**src/rtl/fwd_hazard_ctrl.sv**
```systemverilog
// Operand-forwarding and hazard controller for one VLIW issue slot.
// Tracks own and partner destinations through EX and MEM, registers mux selects, stalls ID.
module fwd_hazard_ctrl #(
  parameter int RAW   = 5,
  parameter int CNT_W = 32
) (
  input  logic             clk,
  input  logic             reset,
  input  logic             flush,
  input  logic             id_valid,
  input  logic [RAW-1:0]   id_rs,
  input  logic [RAW-1:0]   id_rt,
  input  logic             id_rs_used,
  input  logic             id_rt_used,
  input  logic             id_use_imm,
  input  logic [RAW-1:0]   id_rd,
  input  logic             id_we,
  input  logic             id_is_load,
  input  logic [RAW-1:0]   oth_rd,
  input  logic             oth_we,
  output logic [1:0]       sel_a,
  output logic [1:0]       sel_b,
  output logic             stall,
  output logic [CNT_W-1:0] stall_cnt
);

  localparam logic [1:0] SEL_RF  = 2'b00;
  localparam logic [1:0] SEL_EX  = 2'b01;
  localparam logic [1:0] SEL_MEM = 2'b10;
  localparam logic [1:0] SEL_IMM = 2'b11;

  logic [RAW-1:0]   ex_rd_q, ex_rd_d, ex_ord_q, ex_ord_d;
  logic             ex_we_q, ex_we_d, ex_ld_q, ex_ld_d, ex_owe_q, ex_owe_d;
  logic [RAW-1:0]   mem_rd_q, mem_rd_d, mem_ord_q, mem_ord_d;
  logic             mem_we_q, mem_we_d, mem_owe_q, mem_owe_d;
  logic [1:0]       sel_a_q, sel_a_d, sel_b_q, sel_b_d;
  logic [CNT_W-1:0] cnt_q, cnt_d;

  logic a_used, b_used;
  logic a_ex, a_mem, a_oex, a_omem;
  logic b_ex, b_mem, b_oex, b_omem;
  logic hazard, stall_w, issue, adv;

  function automatic logic hit(input logic used, input logic we,
                               input logic [RAW-1:0] rd, input logic [RAW-1:0] src);
    return used && we && (rd != '0) && (rd == src);
  endfunction

  always_comb begin
    a_used = id_rs_used;
    b_used = id_rt_used && !id_use_imm;

    a_ex   = hit(a_used, ex_we_q,   ex_rd_q,   id_rs);
    a_mem  = hit(a_used, mem_we_q,  mem_rd_q,  id_rs);
    a_oex  = hit(a_used, ex_owe_q,  ex_ord_q,  id_rs);
    a_omem = hit(a_used, mem_owe_q, mem_ord_q, id_rs);
    b_ex   = hit(b_used, ex_we_q,   ex_rd_q,   id_rt);
    b_mem  = hit(b_used, mem_we_q,  mem_rd_q,  id_rt);
    b_oex  = hit(b_used, ex_owe_q,  ex_ord_q,  id_rt);
    b_omem = hit(b_used, mem_owe_q, mem_ord_q, id_rt);

    // No cross-slot bypass exists, and a load in EX has no result yet.
    hazard  = a_oex || a_omem || b_oex || b_omem || (ex_ld_q && (a_ex || b_ex));
    stall_w = id_valid && !flush && !reset && hazard;
    adv     = !flush && !stall_w;
    issue   = id_valid && adv;
  end

  always_comb begin
    sel_a_d = SEL_RF;
    sel_b_d = SEL_RF;
    if (issue) begin
      if (a_ex)       sel_a_d = SEL_EX;
      else if (a_mem) sel_a_d = SEL_MEM;

      if (id_use_imm) sel_b_d = SEL_IMM;
      else if (b_ex)  sel_b_d = SEL_EX;
      else if (b_mem) sel_b_d = SEL_MEM;
    end

    ex_rd_d  = id_rd;
    ex_we_d  = issue && id_we;
    ex_ld_d  = issue && id_is_load;
    // Partner bundle advances whenever the bundle is not held or killed.
    ex_ord_d = oth_rd;
    ex_owe_d = adv && oth_we;

    mem_rd_d  = ex_rd_q;
    mem_we_d  = ex_we_q && !flush;
    mem_ord_d = ex_ord_q;
    mem_owe_d = ex_owe_q && !flush;

    cnt_d = cnt_q;
    if (stall_w && (cnt_q != {CNT_W{1'b1}})) cnt_d = cnt_q + 1'b1;
  end

  always_ff @(posedge clk) begin
    if (reset) begin
      ex_rd_q   <= '0;
      ex_we_q   <= 1'b0;
      ex_ld_q   <= 1'b0;
      ex_ord_q  <= '0;
      ex_owe_q  <= 1'b0;
      mem_rd_q  <= '0;
      mem_we_q  <= 1'b0;
      mem_ord_q <= '0;
      mem_owe_q <= 1'b0;
      sel_a_q   <= SEL_RF;
      sel_b_q   <= SEL_RF;
      cnt_q     <= '0;
    end else begin
      ex_rd_q   <= ex_rd_d;
      ex_we_q   <= ex_we_d;
      ex_ld_q   <= ex_ld_d;
      ex_ord_q  <= ex_ord_d;
      ex_owe_q  <= ex_owe_d;
      mem_rd_q  <= mem_rd_d;
      mem_we_q  <= mem_we_d;
      mem_ord_q <= mem_ord_d;
      mem_owe_q <= mem_owe_d;
      sel_a_q   <= sel_a_d;
      sel_b_q   <= sel_b_d;
      cnt_q     <= cnt_d;
    end
  end

  assign sel_a     = sel_a_q;
  assign sel_b     = sel_b_q;
  assign stall     = stall_w;
  assign stall_cnt = cnt_q;

endmodule
```
**config.mk**
```make
export PLATFORM = sky130hd
export DESIGN_NAME = fwd_hazard_ctrl
export DESIGN_NICKNAME = d
export VERILOG_FILES = /design/src/rtl/fwd_hazard_ctrl.sv
export SDC_FILE = /design/constraint.sdc
export NUM_CORES = 1
export LEC_CHECK = 0
export CAP_MARGIN = 40
export CORE_ASPECT_RATIO = 1.75
export CORE_MARGIN = 2
export CORE_UTILIZATION = 55
export CTS_BUF_LIST = sky130_fd_sc_hd__clkbuf_8
export DETAILED_ROUTE_END_ITERATION = 10
export GPL_ROUTABILITY_DRIVEN = 1
export PLACE_DENSITY = 0.95
export RECOVER_POWER = 25
export SETUP_SLACK_MARGIN = 0.4
export SLEW_MARGIN = 20
export SYNTH_ARGS = -nofsm -noshare
export SYNTH_HDL_FRONTEND = slang
export SYNTH_SLANG_ARGS = --single-unit
```
**constraint.sdc**
```tcl
create_clock -name clk -period 6 [get_ports clk]
set_input_delay 0.9 -clock clk [delete_from_list [all_inputs] [get_ports clk]]
set_output_delay 0.9 -clock clk [all_outputs]
set_load 0.01 [all_outputs]
```
Yosys cells after proc, flatten, opt, wreduce, memory -nomap -nowiden
Cells that the tools add are included.
- $add $sub $neg: 1
- multipliers: 0
- div/mod/pow operators: 0
- $lt $le $gt $ge: 0
- equality and inequality tests: 9
- shift operators: 0
- multiplexer cells: 5
- bitwise operators: 1
- reductions and logical operators: 52
- operators by type and width (operator ; number):
    $eq 5x5->1 ; 8
    $logic_and 1x1->1 ; 37
    $add 32x1->32 const B ; 1
    $ne 32x32->1 const B ; 1
    $reduce_bool 5->1 ; 4
    $mux 2 ; 4
    $logic_or 1x1->1 ; 5
    $logic_not 1->1 ; 4
    $reduce_or 3->1 ; 1
    $reduce_or 2->1 ; 1
    $mux 1 ; 1
    $not 1->1 ; 1
- register bits after elaboration: 61
- bits in latches: 0
- bits in writable memories: 0
- bits in read-only memories: 0
- input port bits: 30
- output and inout bits: 37
- logic and storage cells: 81
- memories: 0

Depth between registers and ports, before layout
Gate-level depths: netlist of run 1.
- depth in word-level cells: 14
- gate-level depth with buffers: 11
- gate-level depth less buffers: 8

Worst setup path before layout of run 1
OpenSTA, ideal clock, no wires.
- path kind: input -> output
- start point: input port id_rt[2]
- end point: output port stall
- arrival: 2.119 ns
- required time: 5.100 ns
- path slack: 2.981 ns
- stages: 7
- path buffers: 1
- path through: clkbuf_1 xnor2_1 nand4_1 nor4_2 o21a_1 o31ai_4 inv_2
- longest elaborated chain between the ends: 6
- elaborated cells between the ends (all ways): 12
- those cells by class: 3 x eq/ne; 9 x reduce/logical
- ends and longest elaborated chain (element ; RTL line ; source):
    start: declaration ; 12 ; input logic [RAW-1:0] id_rt,
    $eq 5x5->1 ; 46 ; return used && we && (rd != '0) && (rd == src);
    $logic_and 1x1->1 ; 46 ;
    $logic_or 1x1->1 ; 63 ; hazard = a_oex || a_omem || b_oex || b_omem || (ex_ld_q && (a_ex || b_ex));
    $logic_or 1x1->1 / $logic_and 1x1->1 (equally long branches) ; 63 ;
    $logic_or 1x1->1 * ; 63 ;
    $logic_and 1x1->1 * ; 64 ; stall_w = id_valid && !flush && !reset && hazard;
    end: declaration ; 23 ; output logic stall,
Every way passes the cells marked *; elsewhere a longest branch is shown, timed or not.

Worst setup path after layout of run 1
- start point: input port id_rs[2]
- end point: output port stall
- longest elaborated chain between the ends: 7
- elaborated cells between the ends (all ways): 13
- those cells by class: 3 x eq/ne; 10 x reduce/logical
- ends and longest elaborated chain (element ; RTL line ; source):
    start: declaration ; 11 ; input logic [RAW-1:0] id_rs,
    $eq 5x5->1 ; 46 ;
    $logic_and 1x1->1 ; 46 ;
    $logic_or 1x1->1 (3 in a row) ; 63 ;
    $logic_or 1x1->1 * ; 63 ;
    $logic_and 1x1->1 * ; 64 ;
Marks and branches as above.

==> metrics.md, run 1 <==
| Metric | Value |
|---|---|
| Post-route cell area | roughly 3900 sq um |
| Top cells by area, synth | dfxtp_1 40%, xnor2_1 7.2%, a21oi_1 4.9% |
| First-pass GRT wire length | about 14000 um |
| Inst Count DP | between 400 and 500 |
| Non-filler cells, final | about 500 |
| Max_cap viols | 0 |
| Final period utilization | approximately 70% |
| Worst Reg-to-Reg Cells | 8 |
| All-Layer GR Usage | a little under a third |
| Top_reg_cell synth | dfxtp_1 |
| Layout cells sized above 1 | slightly above 7% |
| H-tree Lvls | 3 |
| PD cells | between 200 and 250 nW/um^2 |
| Worst Max-Slew Pin Slew | about 0.65 ns |
| CTS Buf Count | 9 |
| Initial Util | a little under three fifths |
| Post-CTS sizing | 0 |
| Register area share after synthesis | between 40% and 50% |
| Routed Antenna Nets | 0 |
| Mapped cell area | between 3000 and 4000 sq um |
| Status | finished, final reports clean |
| Slew Limit Headroom | between 50% and 60% |
| Root Driver | clkbuf_8 |
| Achievable Freq | between 200 and 250 MHz |
| Die X-Extent | 60.3 um |
| Sink Count | 61 |
| Worst setup SP type | input pin |
| DR vias | 2960 |
| CP max FO | 4 |
| GP Congestion | slightly above 0.9 |
| Area after DPL | roughly 3700 sq um |
| Fin. Hold Viols | 0 |
| Multi-input gate area | roughly 1700 sq um |
| Number of synthesized flops with an enable pin | 0 |
| Routed wire length | about 8500 um |
| # hold bufs at CTS | 0 |
| WS Path Type | in -> out |
| Syn_nets | between 300 and 400 |
| Power, Total | between 800 and 900 uW |
| Setup WS post-layout | 1.86 ns |
| Syn. warnings | 0 |
| DP Worst Slack | around 1.9 ns |
| Yosys top cell area share | between 40% and 50% |
| Skew final | between 0.01 and 0.015 ns |
| CTS clock-pin slew for the worst setup and hold paths | 0.07 ns |
| CTS tree | built |
| # DRC | 0 |
| Nets | 438 |
| Core box area | 5300 sq um |
| CP required | between 5 and 6 ns |
| Clk Latency, worst-skew pair | approximately 0.34 ns |
| Cell variety after synth | 38 |
| Hold depth | 1 |
| CP Capture Type | output port |
| # Post-CTS Setup Buffers | 0 |
| Setup violators final | 0 |
| Area grow syn2layout | 28.3% |
| IO Port Bufs | 66 |
| Clk buf depth | 2 |
| Vias in the first global route | ~3000 |
| RSZ-0062 raised after global routing | no |
| Mean post-synth cell area | between 8 and 9 sq um |
| Drt pass-1 iters | 4 |
| DP HPWL | 5960 um |
| Post-route minimum period | 4.14 ns |
| # rows | 35 |
| Synthesis-stage register bit count | 61 |
| Layout fillers | 389 |
| Reg area | ~1200 sq um |
| I/O pins | 67 |
| DR WL/cell | roughly 17 um |
| Fin Setup TNS | 0 ns |
| Synth area leader | dfxtp_1 |
| Iter 0 DRT Violations | roughly 170 |
| Largest net degree at the start of global routing | between 60 and 70 |
| Die height | roughly 100 um |
| Mapped Cells | 348 |
| Async S/R FF share, synth | 0% |
| Diode count | 0 |
| Arrival time at the worst endpoint | about 3.2 ns |
| Vias per cell | around 6.1 |
| Leak pwr | ~1.3 nW |
| Max-slew violations | 0 |
| Die ar. | between 6000 and 7000 sq um |
| Most frequent cells in the layout | 63 x clkdlybuf4s50_1, 61 x dfxtp_1, 30 x a21oi_1 |
| Gr ovfl total | 0 |
| IR drop worst, VDD | 0.146 mV |
| Leading cell type in the layout, fill and taps excluded | clkdlybuf4s50_1 |
| Worst Hold Class | reg -> reg |
| Initial antenna violation count | 0 |
==> path summary, 6_finish.rpt <==
kind | startpoint | end | slack [ns]
setup / recovery | id_rs[2] | stall | 1.86
hold / removal | ex_owe_q | mem_owe_q | 0.47
setup reg to reg | ex_rd_q[0] | stall_cnt[8] | 3.22
hold reg to reg | ex_owe_q | mem_owe_q | 0.47
==> Yosys cell counts (12+ instances only) <==
library cell  number
dfxtp_1           61
xor2_1            15
and3_1            15
xnor2_1           25
nand4_1           18
or3_1             19
nand3_1           13
clkbuf_1          12
nor2b_1           22
nand2_1           14
a21oi_1           30
or4_1             14
o21ai_0           13
==> critical path, cell delays in order <==
cell and delay (ns):
clkdlybuf4s50_1 0.54, xor2_1 0.23, nor4_1 0.34, and3_1 0.23
o221a_2 0.26, o31ai_4 0.09, inv_2 0.10, clkdlybuf4s50_1 0.54
==> logic make-up (layout without fill, tap and decap cells) <==
group | Yosys count | after routing | synth area share [%]
mux | 2 | 2 | 0.986
xor+xnor | 40 | 40 | 11.5
flops | 61 | 61 | 40.1
buf+inv | 25 | 89 | 4.27
compound gates | 67 | 67 | 13.1
simple gates | 152 | 152 | 29.7
fa+ha+maj | 1 | 1 | 0.411
==> through the flow <==
step | hold slack, ns | util (%)
final | 0.468 | 73.7
after floorplan | 0.430 | -
after global placement | 0.446 | 69.7
after global routing | 0.500 | 73.7
after CTS | 0.468 | 73.7
after detailed placement | 0.449 | 69.8
==> report_power, final <==
part	switching (mW)	internal (mW)	leakage (nW)
Combinational	0.0304	0.0379	0.716
Sequential	0.00942	0.412	0.496
Clock	0.165	0.206	0.103
Total	0.205	0.656	1.32
==> metal layers <==
| metal | share of wire, % | wire, um | vias up | GRT usage (%) |
|---|---|---|---|---|
| li1 | - | - | 1390 | - |
| met1 | 37 | 3120 | 1395 | 29.4 |
| met2 | 53 | 4520 | 141 | 54.3 |
| met3 | 5.7 | 479 | 34 | 8.10 |
| met4 | 4.2 | 352 | 0 | 18.3 |
| met5 | 0 | 0 | - | 0 |
==> registers in the layout, indices dropped and copies added (netlist names) <==
signal and cells:
sel_b 2, stall_cnt 32, ex_ld_q 1, ex_owe_q 1
mem_ord_q 5, mem_we_q 1, ex_ord_q 5, ex_rd_q 5
mem_owe_q 1, ex_we_q 1, mem_rd_q 5, sel_a 2
==> cell type report <==
class / count / area share [%]
repair buffers: 69 / 17.4
inverters: 4 / 0.384
multi-input cells: 262 / 43.4
flip-flops and latches: 61 / 31.3
clock inverters: 6 / 1.76
well taps: 74 / 2.37
clock buffers: 10 / 3.52
Note: power is estimated with default switching activity, not from simulation.
==> run 2, diff against run 1 <==
--- a/config.mk
+++ b/config.mk
@@ -8,11 +8,11 @@
 export CAP_MARGIN = 40
 export CORE_ASPECT_RATIO = 1.75
 export CORE_MARGIN = 2
-export CORE_UTILIZATION = 55
+export CORE_UTILIZATION = 52
 export CTS_BUF_LIST = sky130_fd_sc_hd__clkbuf_8
 export DETAILED_ROUTE_END_ITERATION = 10
 export GPL_ROUTABILITY_DRIVEN = 1
-export PLACE_DENSITY = 0.95
+export PLACE_DENSITY = 0.93
 export RECOVER_POWER = 25
 export SETUP_SLACK_MARGIN = 0.4
 export SLEW_MARGIN = 20
==> constraint.sdc (replaced) <==
create_clock -name clk -period 4.1 [get_ports clk]
set_input_delay 0.615 -clock clk [delete_from_list [all_inputs] [get_ports clk]]
set_output_delay 0.615 -clock clk [all_outputs]
set_load 0.01 [all_outputs]
==> run 2 against run 1 <==
  * The flow now finishes with violations (max-capacitance violations, max-slew violations)
  * Final cell count rose by 0.41%
  * Sequential share of layout area grew 0.060 points
  * Total power increased by 43%
  * Non-clock buffer count did not move
  * Critical path type unchanged
  * Clock power rose by 39%
  * Wire length up 0.80%
  * First-iteration DRC count increased by 26%
  * Sequential power up 46%
  * Die area increased by 5.5%
==> metrics.md, run 2 (synthesis gave the netlist of run 1 again) <==
| Metric | Value |
|---|---|
| Worst Hold Class | reg -> reg |
| GP Congestion | a little under 0.9 |
| Layout cells sized above 1 | 6.07% |
| Power, Total | about 1.2 mW |
| Largest net degree at the start of global routing | 61 |
| WS Path Type | in -> out |
| Final Core Density | between 60% and 70% |
| Slew Limit Headroom | -55.9% |
| All-Layer GR Usage | around 29% |
| CP Capture Type | output port |
| Max-slew violations | 55 |
| Worst r2r src | ex_rd_q[1] |
| Hold WS | 0.497 ns |
| Post-route cell area | around 3900 sq um |
| WL met2 | 4590 um |
| Diode count | 0 |
| Met1 WL | between 3000 and 4000 um |
| Sink Count | 61 |
| Worst setup SP type | input pin |
| # Post-CTS Setup Buffers | 0 |
| IR drop worst, VDD | approximately 0.23 mV |
| Die X-Extent | a little over 60 um |
| Core box area | approximately 5600 sq um |
| DR WL/cell | 17.5 um |
| Max FFs per register | 32 |
| WL met3 | between 500 and 600 um |
| Initial Util | 54.1% |
| CTS tree | built |
| Clk buf depth | 2 |
| Die ar. | around 6500 sq um |
| DR top layer | met4 |
| H-tree Lvls | 3 |
| Worst Reg-to-Reg Cells | 8 |
| Reg2Reg Setup Slack | 1.28 ns |
| DP HPWL | 6000 um |
| Final period utilization | just under 90% |
| Leading cell type in the layout, fill and taps excluded | clkdlybuf4s50_1 |
| Die height | between 100 and 150 um |
| Vias per cell | 6.06 |
| Nets | 438 |
| Violated checks | max-capacitance violations, max-slew violations |
| Achievable Freq | between 200 and 300 MHz |
| First-pass GRT wire length | 13900 um |
| Status | finished, violations left |
| Post-CTS sizing | 0 |
| Vias in the first global route | just under 3000 |
| PD cells | between 300 and 400 nW/um^2 |
| I/O pins | 67 |
| R2R Path End | stall_cnt[8] |
| CTS Buf Count | 9 |
| Hold depth | 1 |
| Routed Antenna Nets | 0 |
| CP required | between 3 and 4 ns |
| Most frequent cells in the layout | 63 x clkdlybuf4s50_1, 61 x dfxtp_1, 30 x a21oi_1 |
| CP max FO | 4 |
| IO Port Bufs | 66 |
| Setup violators final | 0 |
| # hold bufs at CTS | 0 |
| Area grow syn2layout | 28.1% |
| Area after DPL | approximately 3700 sq um |
| # rows | 36 |
| Drt pass-1 iters | 5 |
| Hold worst-path end | mem_we_q |
| Fin. Hold Viols | 0 |
| RSZ-0062 raised after global routing | no |
| Max_cap viols | 1 |
| Crit-path cells | clkdlybuf4s50_1, xnor2_1, nand4_1, nor4_4, o21a_1, o31ai_4, inv_2, clkdlybuf4s50_1 |
| Skew final | approximately 0.0083 ns |
| Routed wire length | 8540 um |
| Crit-path slowest cell | clkdlybuf4s50_1 |
| Hold_sp | ex_we_q |
| # DRC | 0 |
| CTS clock-pin slew for the worst setup and hold paths | 0.06 ns |
| Root Driver | clkbuf_8 |
| Iter 0 DRT Violations | approximately 210 |
| Initial antenna violation count | 0 |
| Arrival time at the worst endpoint | around 3.0 ns |
| DR vias | 2957 |
| Worst Max-Slew Pin Slew | roughly 2.3 ns |
| Leak pwr | around 1.3 nW |
| Clk Latency, worst-skew pair | ~0.33 ns |
| Fin Setup TNS | 0 ns |
| Post-route minimum period | 3.60 ns |
| CP max stage delay | around 0.60 ns |
| Crit path top cell by count | clkdlybuf4s50_1 |
| Gr ovfl total | 0 |
-- run 2: cell count changes in the layout (fill, tap and decap cells not counted), sizes merged --
cell    change
buf         -2
clkbuf      +2
-- run 2: per-layer routing --
metal	GRT usage (%)	vias to the layer above
li1	-	1386
met1	29.7	1415
met2	47.3	128
met3	9.94	28
met4	16.1	0
met5	0	-
-- run 2: through the flow --
step,instances,worst slack [ns]
6_report,488,0.500
5_1_grt,488,0.393
4_1_cts,488,0.575
3_5_place_dp,472,0.594
3_3_place_gp,472,0.669
2_1_floorplan,348,1.45
-- run 2: cell type report --
type / instances / area [sq um]
Clock buffer: 10 / 138
Tap cell: 76 / 95.1
Multi-Input combinational cell: 262 / 1700
Clock inverter: 6 / 55.1
Timing Repair Buffer: 69 / 673
Sequential cell: 61 / 1220
Fill cell: 436 / 1730
Inverter: 4 / 15.0
-- run 2: worst max-delay path by stage --
stage                   from      endpoint  slack (ns)  depth (start not counted)
detailed placement  id_rt[2]         stall        0.59                          8
finish              id_rt[4]         stall        0.50                          8
floorplan           id_rt[2]  stall_cnt[8]        1.45                          9
CTS                 id_rt[2]         stall        0.58                          8
global route        id_rt[2]         stall        0.39                          8
global placement    id_rt[2]         stall        0.67                          8
-- run 2: power by group --
group	total [mW]	switching (mW)	internal [mW]
Combinational	0.102	0.0469	0.0555
Clock	0.515	0.224	0.291
Sequential	0.618	0.0142	0.604
-- run 2: critical path, delay by kind of cell --
kind	cells	cell delay, ns
compound gates	2	0.33
xor+xnor	1	0.17
buf+inv	3	1.24
simple gates	2	0.64
